`config.mk`:
```
export PLATFORM = sky130hd
export DESIGN_NAME = sm3_expnd_core
export DESIGN_NICKNAME = d
export VERILOG_FILES = /design/src/rtl/sm3_pkg.sv /design/src/rtl/sm3_expnd_wgen.sv /design/src/rtl/sm3_expnd_core.sv
export SDC_FILE = /design/constraint.sdc
export NUM_CORES = 1
export LEC_CHECK = 0
export CELL_PAD_IN_SITES_DETAIL_PLACEMENT = 1
export CELL_PAD_IN_SITES_GLOBAL_PLACEMENT = 2
export CORE_MARGIN = 2
export CORE_UTILIZATION = 41
export CTS_BUF_LIST = sky130_fd_sc_hd__clkbuf_4 sky130_fd_sc_hd__clkbuf_8 sky130_fd_sc_hd__clkbuf_16
export DETAILED_ROUTE_END_ITERATION = 7
export PLACE_DENSITY_LB_ADDON = 0.1
export SLEW_MARGIN = 5
export SYNTH_ARGS = -nofsm -noshare
export SYNTH_HDL_FRONTEND = slang
export SYNTH_SLANG_ARGS = --single-unit
```
`constraint.sdc`:
```
create_clock -name clk -period 39 [get_ports clk]
set_input_delay 3.9 -clock clk [delete_from_list [all_inputs] [get_ports clk]]
set_output_delay 3.9 -clock clk [all_outputs]
set_load 0.005 [all_outputs]
```
`src/rtl/sm3_pkg.sv`:
```
// Shared types, constants and rotate/permutation helpers for the SM3 message-expansion stage.
package sm3_pkg;

  typedef logic [31:0] word_t;

  typedef enum logic [1:0] {
    StIdle,
    StLoad,
    StExpand
  } state_e;

  localparam int unsigned BlkWords = 16;
  localparam int unsigned Rounds   = 64;

  // Rotate by doubling the word so that n == 0 needs no special case.
  function automatic word_t rotl32(word_t x, int unsigned n);
    logic [63:0] d;
    d = {x, x} << (n % 32);
    return d[63:32];
  endfunction

  function automatic word_t p1(word_t x);
    return x ^ rotl32(x, 15) ^ rotl32(x, 23);
  endfunction

endpackage

```
`src/rtl/sm3_expnd_wgen.sv`:
```
// Combinational generator of the next expanded word from five sliding-window taps.
module sm3_expnd_wgen
  import sm3_pkg::*;
(
  input  word_t w0_i,
  input  word_t w3_i,
  input  word_t w7_i,
  input  word_t w10_i,
  input  word_t w13_i,
  output word_t wnew_o
);

  word_t p1_in;

  always_comb begin
    p1_in  = w0_i ^ w7_i ^ rotl32(w13_i, 15);
    wnew_o = p1(p1_in) ^ rotl32(w3_i, 7) ^ w10_i;
  end

endmodule

```
`src/rtl/sm3_expnd_core.sv`:
```
// SM3 message expansion: loads a 16-word block, then streams 64 (Wj, W'j) round pairs
// from a 16-entry sliding window.
module sm3_expnd_core
  import sm3_pkg::*;
#(
  parameter int unsigned DW        = 32,
  parameter int unsigned BLK_WORDS = BlkWords,
  parameter int unsigned ROUNDS    = Rounds
) (
  input  logic          clk,
  input  logic          rst,
  input  logic [DW-1:0] pad_otpt_d_i,
  input  logic          pad_otpt_vld_i,
  input  logic          pad_otpt_lst_i,
  output logic          pad_otpt_ena_o,
  output logic [DW-1:0] expnd_otpt_wj_o,
  output logic [DW-1:0] expnd_otpt_wjj_o,
  output logic          expnd_otpt_vld_o,
  input  logic          expnd_otpt_rdy_i,
  output logic          expnd_otpt_lst_o,
  output logic [5:0]    expnd_otpt_rnd_o
);

  state_e state_q, state_d;

  logic [DW-1:0] win_q [BLK_WORDS];
  logic [DW-1:0] win_d [BLK_WORDS];
  logic [3:0]    ld_cnt_q, ld_cnt_d;
  logic [5:0]    rnd_q, rnd_d;
  logic          lst_q, lst_d;

  logic          load_fire, exp_fire;
  logic          last_word, last_rnd;
  word_t         wnew;

  assign load_fire = (state_q == StLoad) && pad_otpt_vld_i;
  assign exp_fire  = (state_q == StExpand) && expnd_otpt_rdy_i;
  assign last_word = (ld_cnt_q == 4'(BLK_WORDS - 1));
  assign last_rnd  = (rnd_q == 6'(ROUNDS - 1));

  sm3_expnd_wgen u_wgen (
    .w0_i  (win_q[0]),
    .w3_i  (win_q[3]),
    .w7_i  (win_q[7]),
    .w10_i (win_q[10]),
    .w13_i (win_q[13]),
    .wnew_o(wnew)
  );

  // State register
  always_ff @(posedge clk or posedge rst) begin
    if (rst) begin
      state_q <= StIdle;
    end else begin
      state_q <= state_d;
    end
  end

  // Next-state logic
  always_comb begin
    state_d = state_q;
    case (state_q)
      StIdle:   state_d = StLoad;
      StLoad:   if (load_fire && last_word) state_d = StExpand;
      StExpand: if (exp_fire && last_rnd) state_d = StLoad;
      default:  state_d = StIdle;
    endcase
  end

  // Output logic; every output is a function of registered state only
  always_comb begin
    pad_otpt_ena_o   = 1'b0;
    expnd_otpt_vld_o = 1'b0;
    expnd_otpt_wj_o  = '0;
    expnd_otpt_wjj_o = '0;
    expnd_otpt_lst_o = 1'b0;
    expnd_otpt_rnd_o = rnd_q;
    case (state_q)
      StLoad: pad_otpt_ena_o = 1'b1;
      StExpand: begin
        expnd_otpt_vld_o = 1'b1;
        expnd_otpt_wj_o  = win_q[0];
        expnd_otpt_wjj_o = win_q[0] ^ win_q[4];
        expnd_otpt_lst_o = lst_q & last_rnd;
      end
      default: ;
    endcase
  end

  // Datapath next-state: window load/shift, counters, last-block flag
  always_comb begin
    win_d    = win_q;
    ld_cnt_d = ld_cnt_q;
    rnd_d    = rnd_q;
    lst_d    = lst_q;

    if (load_fire) begin
      win_d[ld_cnt_q] = pad_otpt_d_i;
      ld_cnt_d        = ld_cnt_q + 4'd1;
      if (last_word) begin
        lst_d    = pad_otpt_lst_i;
        rnd_d    = '0;
        ld_cnt_d = '0;
      end
    end

    if (exp_fire) begin
      for (int i = 0; i < int'(BLK_WORDS) - 1; i++) begin
        win_d[i] = win_q[i+1];
      end
      win_d[BLK_WORDS-1] = wnew;
      rnd_d              = rnd_q + 6'd1;
      if (last_rnd) begin
        lst_d    = 1'b0;
        rnd_d    = '0;
        ld_cnt_d = '0;
      end
    end
  end

  always_ff @(posedge clk or posedge rst) begin
    if (rst) begin
      for (int i = 0; i < int'(BLK_WORDS); i++) begin
        win_q[i] <= '0;
      end
      ld_cnt_q <= '0;
      rnd_q    <= '0;
      lst_q    <= 1'b0;
    end else begin
      win_q    <= win_d;
      ld_cnt_q <= ld_cnt_d;
      rnd_q    <= rnd_d;
      lst_q    <= lst_d;
    end
  end

endmodule
```
=== Word level (Yosys, flattened, before mapping) ===
Index checks and enable logic that the tools add are counted.

* Multiplexer cells: 25
* Reductions and logical operators: 10
* Add/sub/neg operators: 2
* Multipliers: 0
* Equality and inequality tests: 6
* Shift operators: 0
* Divide/modulo/power cells: 0
* $lt $le $gt $ge: 2
* Bitwise logic cells: 9

{| class="wikitable"
|+ Operators by type and width
! kind !! number
|-
| 512-bit 2-to-1 mux || 2
|-
| 512-bit bitwise mux || 1
|-
| 32-bit bitwise XOR || 7
|-
| 32-bit demux with 4-bit select || 1
|-
| 32-bit 2-to-1 mux || 3
|-
| 6-bit 2-to-1 mux || 4
|-
| 4-bit 2-to-1 mux || 4
|-
| 1-bit 2-to-1 mux || 7
|-
| 6-bit by 1-bit adder with 6-bit output, second input constant || 1
|-
| 6-bit equality test, second input constant || 1
|-
| 2-bit one-hot mux with 3 select lines || 1
|-
| 5-bit greater-or-equal comparator, second input constant || 1
|-
| 1-bit logical AND || 5
|-
| 5-bit by 1-bit less-than comparator with 1-bit output, second input constant || 1
|-
| 4-bit inverter with 5-bit output || 1
|-
| 4-bit by 1-bit adder with 4-bit output, second input constant || 1
|-
| 4-bit equality test, second input constant || 1
|-
| 2-bit 2-to-1 mux || 2
|-
| 2-bit by 1-bit != test with 1-bit output, second input constant || 2
|-
| 2-bit AND reduction || 2
|-
| 2-bit nonzero test || 2
|-
| 2-bit by 1-bit equality test with 1-bit output, second input constant || 1
|-
| 2-bit equality test, second input constant || 1
|-
| 2-bit zero test || 1
|-
| 1-bit bitwise AND || 1
|}

* Memories: 0
* Memory bits (read-only): 0
* Bits of input ports: 37
* Bits in registers: 525
* Output and inout bits: 73
* Bits in latches: 0
* RAM bits: 0

=== Logic depth before layout (Yosys ltp) ===
Gate-level depths: netlist (run 1).

* Depth in word-level cells: 8
* Mapped depth: 7

=== Modules after synthesis ===
A second synthesis (run 1) with hierarchy kept.

* Cell total of the unflattened synthesis: 2652
* Area total of the unflattened synthesis: 26678.1 um^2

{| class="wikitable"
|+ Modules (own cells, without submodules)
! module !! sequential area each (um^2) !! cells an instance !! times used !! area an instance (um^2)
|-
| sm3_expnd_core || 13137.6 || 2492 || 1 || 24805.0
|-
| sm3_expnd_wgen || 0.0 || 160 || 1 || 1873.0
|}

=== Least setup slack after synthesis (run 1) ===
OpenSTA, ideal clock, no wires.

* Kind: register to output
* Start point: reg state_q[0]
* End point: out expnd_otpt_wj_o[22]
* Cell stages (with the launch flop): 6
* Path slack: 33.870 ns
* Arrival: 1.230 ns
* Required time: 35.100 ns
* Path buffers: 2
* Cells stage by stage: dfrtp_1 -> nand2b_1 -> clkbuf_1 -> inv_1 -> clkbuf_1 -> and2_1

* Longest elaborated chain between the ends: 2

{| class="wikitable"
|+ RTL lines
! element !! line !! text
|-
| from (decl) || sm3_expnd_core.sv:24 || <nowiki>state_e state_q, state_d;</nowiki>
|-
| from (signal assigned) || sm3_expnd_core.sv:53 || <nowiki>state_q <= StIdle;</nowiki>
|-
| from (signal assigned) || sm3_expnd_core.sv:55 || <nowiki>state_q <= state_d;</nowiki>
|-
| 2-bit equality test || sm3_expnd_core.sv:78 || <nowiki>case (state_q)</nowiki>
|-
| 32-bit 2-to-1 mux || sm3_expnd_core.sv:78 ||
|-
| to (decl) || sm3_expnd_core.sv:16 || <nowiki>output logic [DW-1:0] expnd_otpt_wj_o,</nowiki>
|}

No other way between the ends.

=== Worst setup path after layout (run 1) ===
* Start point: reg state_q[0]
* End point: out expnd_otpt_wj_o[15]

The elaborated chain is that of the path after synthesis.

==> flow_summary.yaml, run 1 <==
grt:
  grt_max_degree: 236
  grt_pass1_wl_um: 167000
  overflow: 0
  track_usage: 0.336
  grt_antenna_before_repair: 17
  grt_pass1_vias: 24171
clocking:
  path_clk_slew_ns: 0.06
  ctsRootBufferMaster: "clkbuf_16"
  cts_resized: 0
  ctsLongestPathBuffers: 3
  clock_latency_ns: 0.63
  htreeDepth: 2
  postCtsHoldBufs: 0
  post_cts_buffers: 0
  cts_tree: "built"
  cts_inserted_buffers: 60
  clkSinkCount: 525
routing:
  postRouteAntennaNets: 0
  vias_per_cell: 5.99
  wl_um: 113000
  drc: 0
  dr.pass1.iters: 6
  num_vias: 24159
  wl_per_cell_um: 27.9
  drt_iter0_drc: 2459
run_status:
  status: "finished clean"
logic_synthesis:
  synthSimpleGateAreaFrac: 0.184
  muxShareOfSynthArea: 0
  synth.distinct_cells: 35
  post-synth-top-area-fraction: 0.494
  synth_top_family_by_area: "compound AO/OA/AOI/OAI gates"
  netlist_area_um2: 26600
  ys_ff_latch: 525
  yosys_warnings: 0
  synthAdderAreaFrac: 0.00235
  yosysSeqAreaShare: 0.494
  ys_top_cells_by_area: "dfrtp_1, a21oi_1, nand2_1"
  synth_xor_xnor_area_share: 0.0812
  syn_area_per_cell_um2: 8.32
  synth-compound-area-share: 0.187
  synth.largest_area_cell: "dfrtp_1"
  synthCells: 3194
  synth_nets: 3236
final_layout:
  layout-drive-gt1-share: 0.0587
  num-nets-final: 3163
  fillers: 7520
  syn_to_final_growth_pct: 12.9
worst_hold_path:
  hold_path_class: "reg2reg"
sta:
  fin_setup_tns_ns: 0
  slew_viol_final: 0
  slew_headroom: 0.181
  fmax_ghz: 0.139
  period_share: 0.184
  fin_crit_ns: 7.18
  hold_viol: 0
  tightest_slew_ns: 1.23
  rsz0062_at_grt: "no"
  fin_worst_skew_ns: 0.0209
  setup_viol: 0
  setup_ws_ns: 31.82
floorplan:
  dieArea_um2: 66900
  start_util: 0.414
  rows: 93
  die_h_um: 259
  io-pin-count: 110
  coreArea_um2: 64200
  chipWidth_um: 259
power:
  power.leakage_nw: 13.9
  power-per-cell-area_nw_per_um2: 89.1
  irDropWorstVdd_uv: 37.2
placement:
  hpwl_um: 69200
  gp_congestion: 0.840
  post-place-ws_ns: 31.39
  io_buffers: 109
worst_setup_path:
  critPathArrivalTime_ns: 3.28
  critical_path_required_ns: 35.10
  crit_fanout: 34
  r2r_slack_ns: 34.93
  crit_path_start_kind: "flip-flop"
  cp-end-kind: "output pin"
  critPathKind: "reg2out"
flow_run:
  maxCapViolations: 0
state kept, by name (all words and copies together), names as in the netlist:
signal	cells
lst_q	1
win_q	512
ld_cnt_q	4
state_q	2
expnd_otpt_rnd_o	6
Yosys cell counts, drive strengths merged:
cell type,n
o22ai,2
and3b,1
nor3,7
and2,34
xnor2,100
and3,3
nand2,627
and4b,4
o21ai,7
nand3,3
nor2,528
xnor3,32
nand4b,4
nor4,1
clkbuf,97
a21boi,1
dfrtp,525
xor2,64
inv,4
a21o,1
nand3b,2
nor2b,3
a31oi,90
nand2b,4
a22oi,32
ha,5
buf,193
a21oi,820
area by class of cell:
class / count / area [um2] / area share
timing repair buffer: 155 / 1460 / 0.0487
multi-input combinational: 2375 / 12200 / 0.406
antenna: 8 / 20.0 / 0.000667
clock buffer: 91 / 1830 / 0.0611
inverter: 4 / 22.5 / 0.000751
sequential: 525 / 13100 / 0.438
clock inverter: 20 / 285 / 0.00951
tap: 855 / 1070 / 0.0357
path summary, 6_finish.rpt:
check,startpoint,end,cells past startpoint
setup / recovery,state_q[0]$_DFFE_PP0P_,expnd_otpt_wj_o[15],5
hold / removal,win_q[62]$_DFFE_PP0P_,win_q[62]$_DFFE_PP0P_,2
setup reg to reg,state_q[0]$_DFFE_PP0P_,win_q[388]$_DFFE_PP0P_,6
hold reg to reg,win_q[62]$_DFFE_PP0P_,win_q[62]$_DFFE_PP0P_,2
max in group asynchronous,rst,win_q[24]$_DFFE_PP0P_,5
min in group asynchronous,rst,win_q[208]$_DFFE_PP0P_,2
layout by cell type, fill, tap and decap left out, types with 2 or more instances in the layout:
cell,n
ha_1,5
nand2_1,620
clkbuf_8,13
nor2b_1,3
clkbuf_16,61
dfrtp_1,525
nand3b_1,2
inv_6,2
nor2_1,516
a22oi_1,32
nor2_4,12
nand2_2,7
clkbuf_4,17
and2_1,34
xor2_1,64
o22ai_1,2
and3_1,3
diode_2,8
nor3_4,4
o21ai_0,7
and4b_1,4
buf_12,2
inv_1,3
a21oi_1,820
clkdlybuf4s50_1,109
xnor2_1,100
a31oi_1,90
clkinv_2,10
xnor3_1,32
nand4b_4,4
bufinv_16,7
nand3_1,3
buf_4,44
nand2b_1,4
nor3_1,3
logic make-up (layout without fill, tap and decap cells):
kind of cell	Yosys count	in the layout
adder cells (fa/ha/maj)	5	5
flip-flops	525	525
AND/OR/NAND/NOR	1221	1221
buffers and inverters	294	270
AO/OA/AOI/OAI	953	953
XOR/XNOR	196	196
other	0	8
where the power goes:
part / switching (mW) / internal [mW] / total, mW
Sequential: 0.262 / 0.782 / 1.04
Clock: 0.243 / 0.369 / 0.612
Combinational: 0.589 / 0.427 / 1.02
Total: 1.09 / 1.58 / 2.67
critical path, stage by stage (launching register included):
cell and delay, ns:
dfrtp_1 0.59, nand2b_1 0.25, buf_4 0.25, inv_1 0.73, and2_1 0.26, clkdlybuf4s50_1 0.55
stage by stage:
| stage | power (mW) | area, um2 | utilization | instances | hold WS [ns] |
|---|---|---|---|---|---|
| finish | 2.67 | 30000 | 0.467 | 4033 | 0.518 |
| global route | 2.81 | 30000 | 0.467 | 4028 | 0.530 |
| CTS | 2.67 | 30000 | 0.467 | 4025 | 0.520 |
| detailed placement | 2.04 | 27900 | 0.434 | 3914 | 0.510 |
| global placement | 2.01 | 27900 | 0.434 | 3914 | 0.502 |
| floorplan | 1.65 | 26600 | - | 3194 | 0.495 |
layer usage:
metal,share of wire,wire [um],GRT usage
met1,0.44,49000,0.472
met2,0.47,52900,0.546
met3,0.064,7240,0.0424
met4,0.031,3510,0.101
met5,0.00012,13,0
Power figures use the tool's default switching activity.
==> run 2, diff against run 1 <==
--- a/config.mk
+++ b/config.mk
@@ -8,7 +8,7 @@
 export CELL_PAD_IN_SITES_DETAIL_PLACEMENT = 1
 export CELL_PAD_IN_SITES_GLOBAL_PLACEMENT = 2
 export CORE_MARGIN = 2
-export CORE_UTILIZATION = 41
+export CORE_UTILIZATION = 38
 export CTS_BUF_LIST = sky130_fd_sc_hd__clkbuf_4 sky130_fd_sc_hd__clkbuf_8 sky130_fd_sc_hd__clkbuf_16
 export DETAILED_ROUTE_END_ITERATION = 7
 export PLACE_DENSITY_LB_ADDON = 0.1
==> constraint.sdc (replaced) <==
create_clock -name clk -period 6.85 [get_ports clk]
set_input_delay 0.685 -clock clk [delete_from_list [all_inputs] [get_ports clk]]
set_output_delay 0.685 -clock clk [all_outputs]
set_load 0.005 [all_outputs]
==> run 2 against run 1 <==
Compared with the run above:
- non-clock buffer count decreased by 3
- utilization shrank 2.8 points
- via count down 1.2%
- critical endpoint is now expnd_otpt_lst_o
- total power rose to 5.8 times the previous value
- worst hold slack got worse by 0.025 ns
==> flow_summary.yaml, run 2 (synthesis results as in run 1) <==
grt:
  grt_pass1_wl_um: 168000
  grt_pass1_vias: 24379
  grt_antenna_before_repair: 12
  track_usage: 0.318
  overflow: 0
  grt_max_degree: 213
worst_setup_path:
  critPathTopFamily: "buffers and inverters"
  cp_slowest_cell: "inv_1"
  slowest_delay_ns: 0.76
  worstPathCellList: "nand2b_1 -> buf_4 -> inv_1 -> and3_1 -> clkdlybuf4s50_1"
  critical_path_required_ns: 6.16
  crit_fanout: 35
  critPathKind: "reg2out"
  cp-end-kind: "output pin"
  cp_num_buf_inv: 3
  crit_path_start_kind: "flip-flop"
  critPathArrivalTime_ns: 3.29
clocking:
  post_cts_buffers: 0
  cts_tree: "built"
  cts_inserted_buffers: 67
  ctsRootBufferMaster: "clkbuf_16"
  cts_resized: 0
  clock_latency_ns: 0.61
  clkSinkCount: 525
  postCtsHoldBufs: 0
  path_clk_slew_ns: 0.06
  ctsLongestPathBuffers: 3
  htreeDepth: 3
placement:
  place_area_um2: 28000
  io_buffers: 109
  gp_congestion: 0.868
  hpwl_um: 69200
sta:
  fin_setup_tns_ns: 0
  slew_viol_final: 0
  tightest_slew_ns: 1.21
  fmax_ghz: 0.251
  slew_headroom: 0.194
  rsz0062_at_grt: "no"
  fin_crit_ns: 3.98
  setup_viol: 0
  period_share: 0.580
  fin_worst_skew_ns: 0.0278
  hold_viol: 0
final_layout:
  num-nets-final: 3167
  largest_reg_flops: 512
  syn_to_final_growth_pct: 13.9
  stdcell_area_um2: 30300
  layout_common_cells: "a21oi_1, nand2_1, dfrtp_1"
  top_register: "win_q"
  final_util: 0.439
  final_common_cell: "a21oi_1"
  fillers: 8076
  layout-drive-gt1-share: 0.0601
run_status:
  status: "finished clean"
floorplan:
  start_util: 0.386
  dieArea_um2: 72100
  rows: 96
  chipWidth_um: 268
  die_h_um: 268
  coreArea_um2: 68900
  io-pin-count: 110
worst_hold_path:
  hold_path_class: "in2async"
power:
  power.leakage_nw: 14.0
  power-per-cell-area_nw_per_um2: 511
  irDropWorstVdd_uv: 195
routing:
  drt_iter0_drc: 2098
  wl_per_cell_um: 27.5
  num_vias: 23859
  vias_per_cell: 5.80
  postRouteAntennaNets: 0
  wl_um: 113000
  dr.pass1.iters: 5
  drc: 0
flow_run:
  maxCapViolations: 0
## run 2: cell type report
type,instances,area (um2),area share
Antenna cell,7,17.5,0.000579
Clock buffer,99,2030,0.0670
Clock inverter,21,218,0.00719
Inverter,4,18.8,0.000620
Multi-Input combinational cell,2375,12200,0.402
Sequential cell,525,13100,0.434
Tap cell,931,1160,0.0385
Timing Repair Buffer,152,1510,0.0500
## run 2: final timing paths
path                                        startpoint                endpoint  slack, ns  cells after the start
worst max-delay path            state_q[0]$_DFFE_PP0P_        expnd_otpt_lst_o       2.87                      5
worst min-delay path                               rst  win_q[222]$_DFFE_PP0P_       0.49                      2
worst max register to register  state_q[0]$_DFFE_PP0P_   win_q[80]$_DFFE_PP0P_       3.77                      5
worst min register to register  win_q[113]$_DFFE_PP0P_  win_q[113]$_DFFE_PP0P_       0.52                      2
max in group asynchronous                          rst  win_q[354]$_DFFE_PP0P_       4.76                      4
min in group clk                win_q[113]$_DFFE_PP0P_  win_q[113]$_DFFE_PP0P_       0.52                      2
## run 2: power by group
part / leakage [nW] / internal, mW / switching, mW
Sequential: 6.71 / 4.45 / 1.49
Combinational: 6.11 / 2.43 / 3.42
Clock: 1.14 / 2.20 / 1.47
Total: 14.0 / 9.09 / 6.38
## run 2: metrics by stage
step	std cells	hold WS, ns	power (mW)	worst slack (ns)
floorplan	3194	0.495	9.42	-0.969
global placement	3987	0.502	11.5	3.38
detailed placement	3987	0.511	11.7	3.34
CTS	4107	0.488	15.5	2.85
global route	4112	0.534	16.3	2.71
finish	4114	0.493	15.5	2.87
## run 2: metal layers
metal / wire length, um / share of wire / up-vias / GRT usage
met5: 13 / 0.00011 / - / 0
met4: 3260 / 0.029 / 2 / 0.0947
met3: 6460 / 0.057 / 172 / 0.0452
met2: 53300 / 0.47 / 741 / 0.509
met1: 50200 / 0.44 / 12500 / 0.447
li1: - / - / 10444 / -
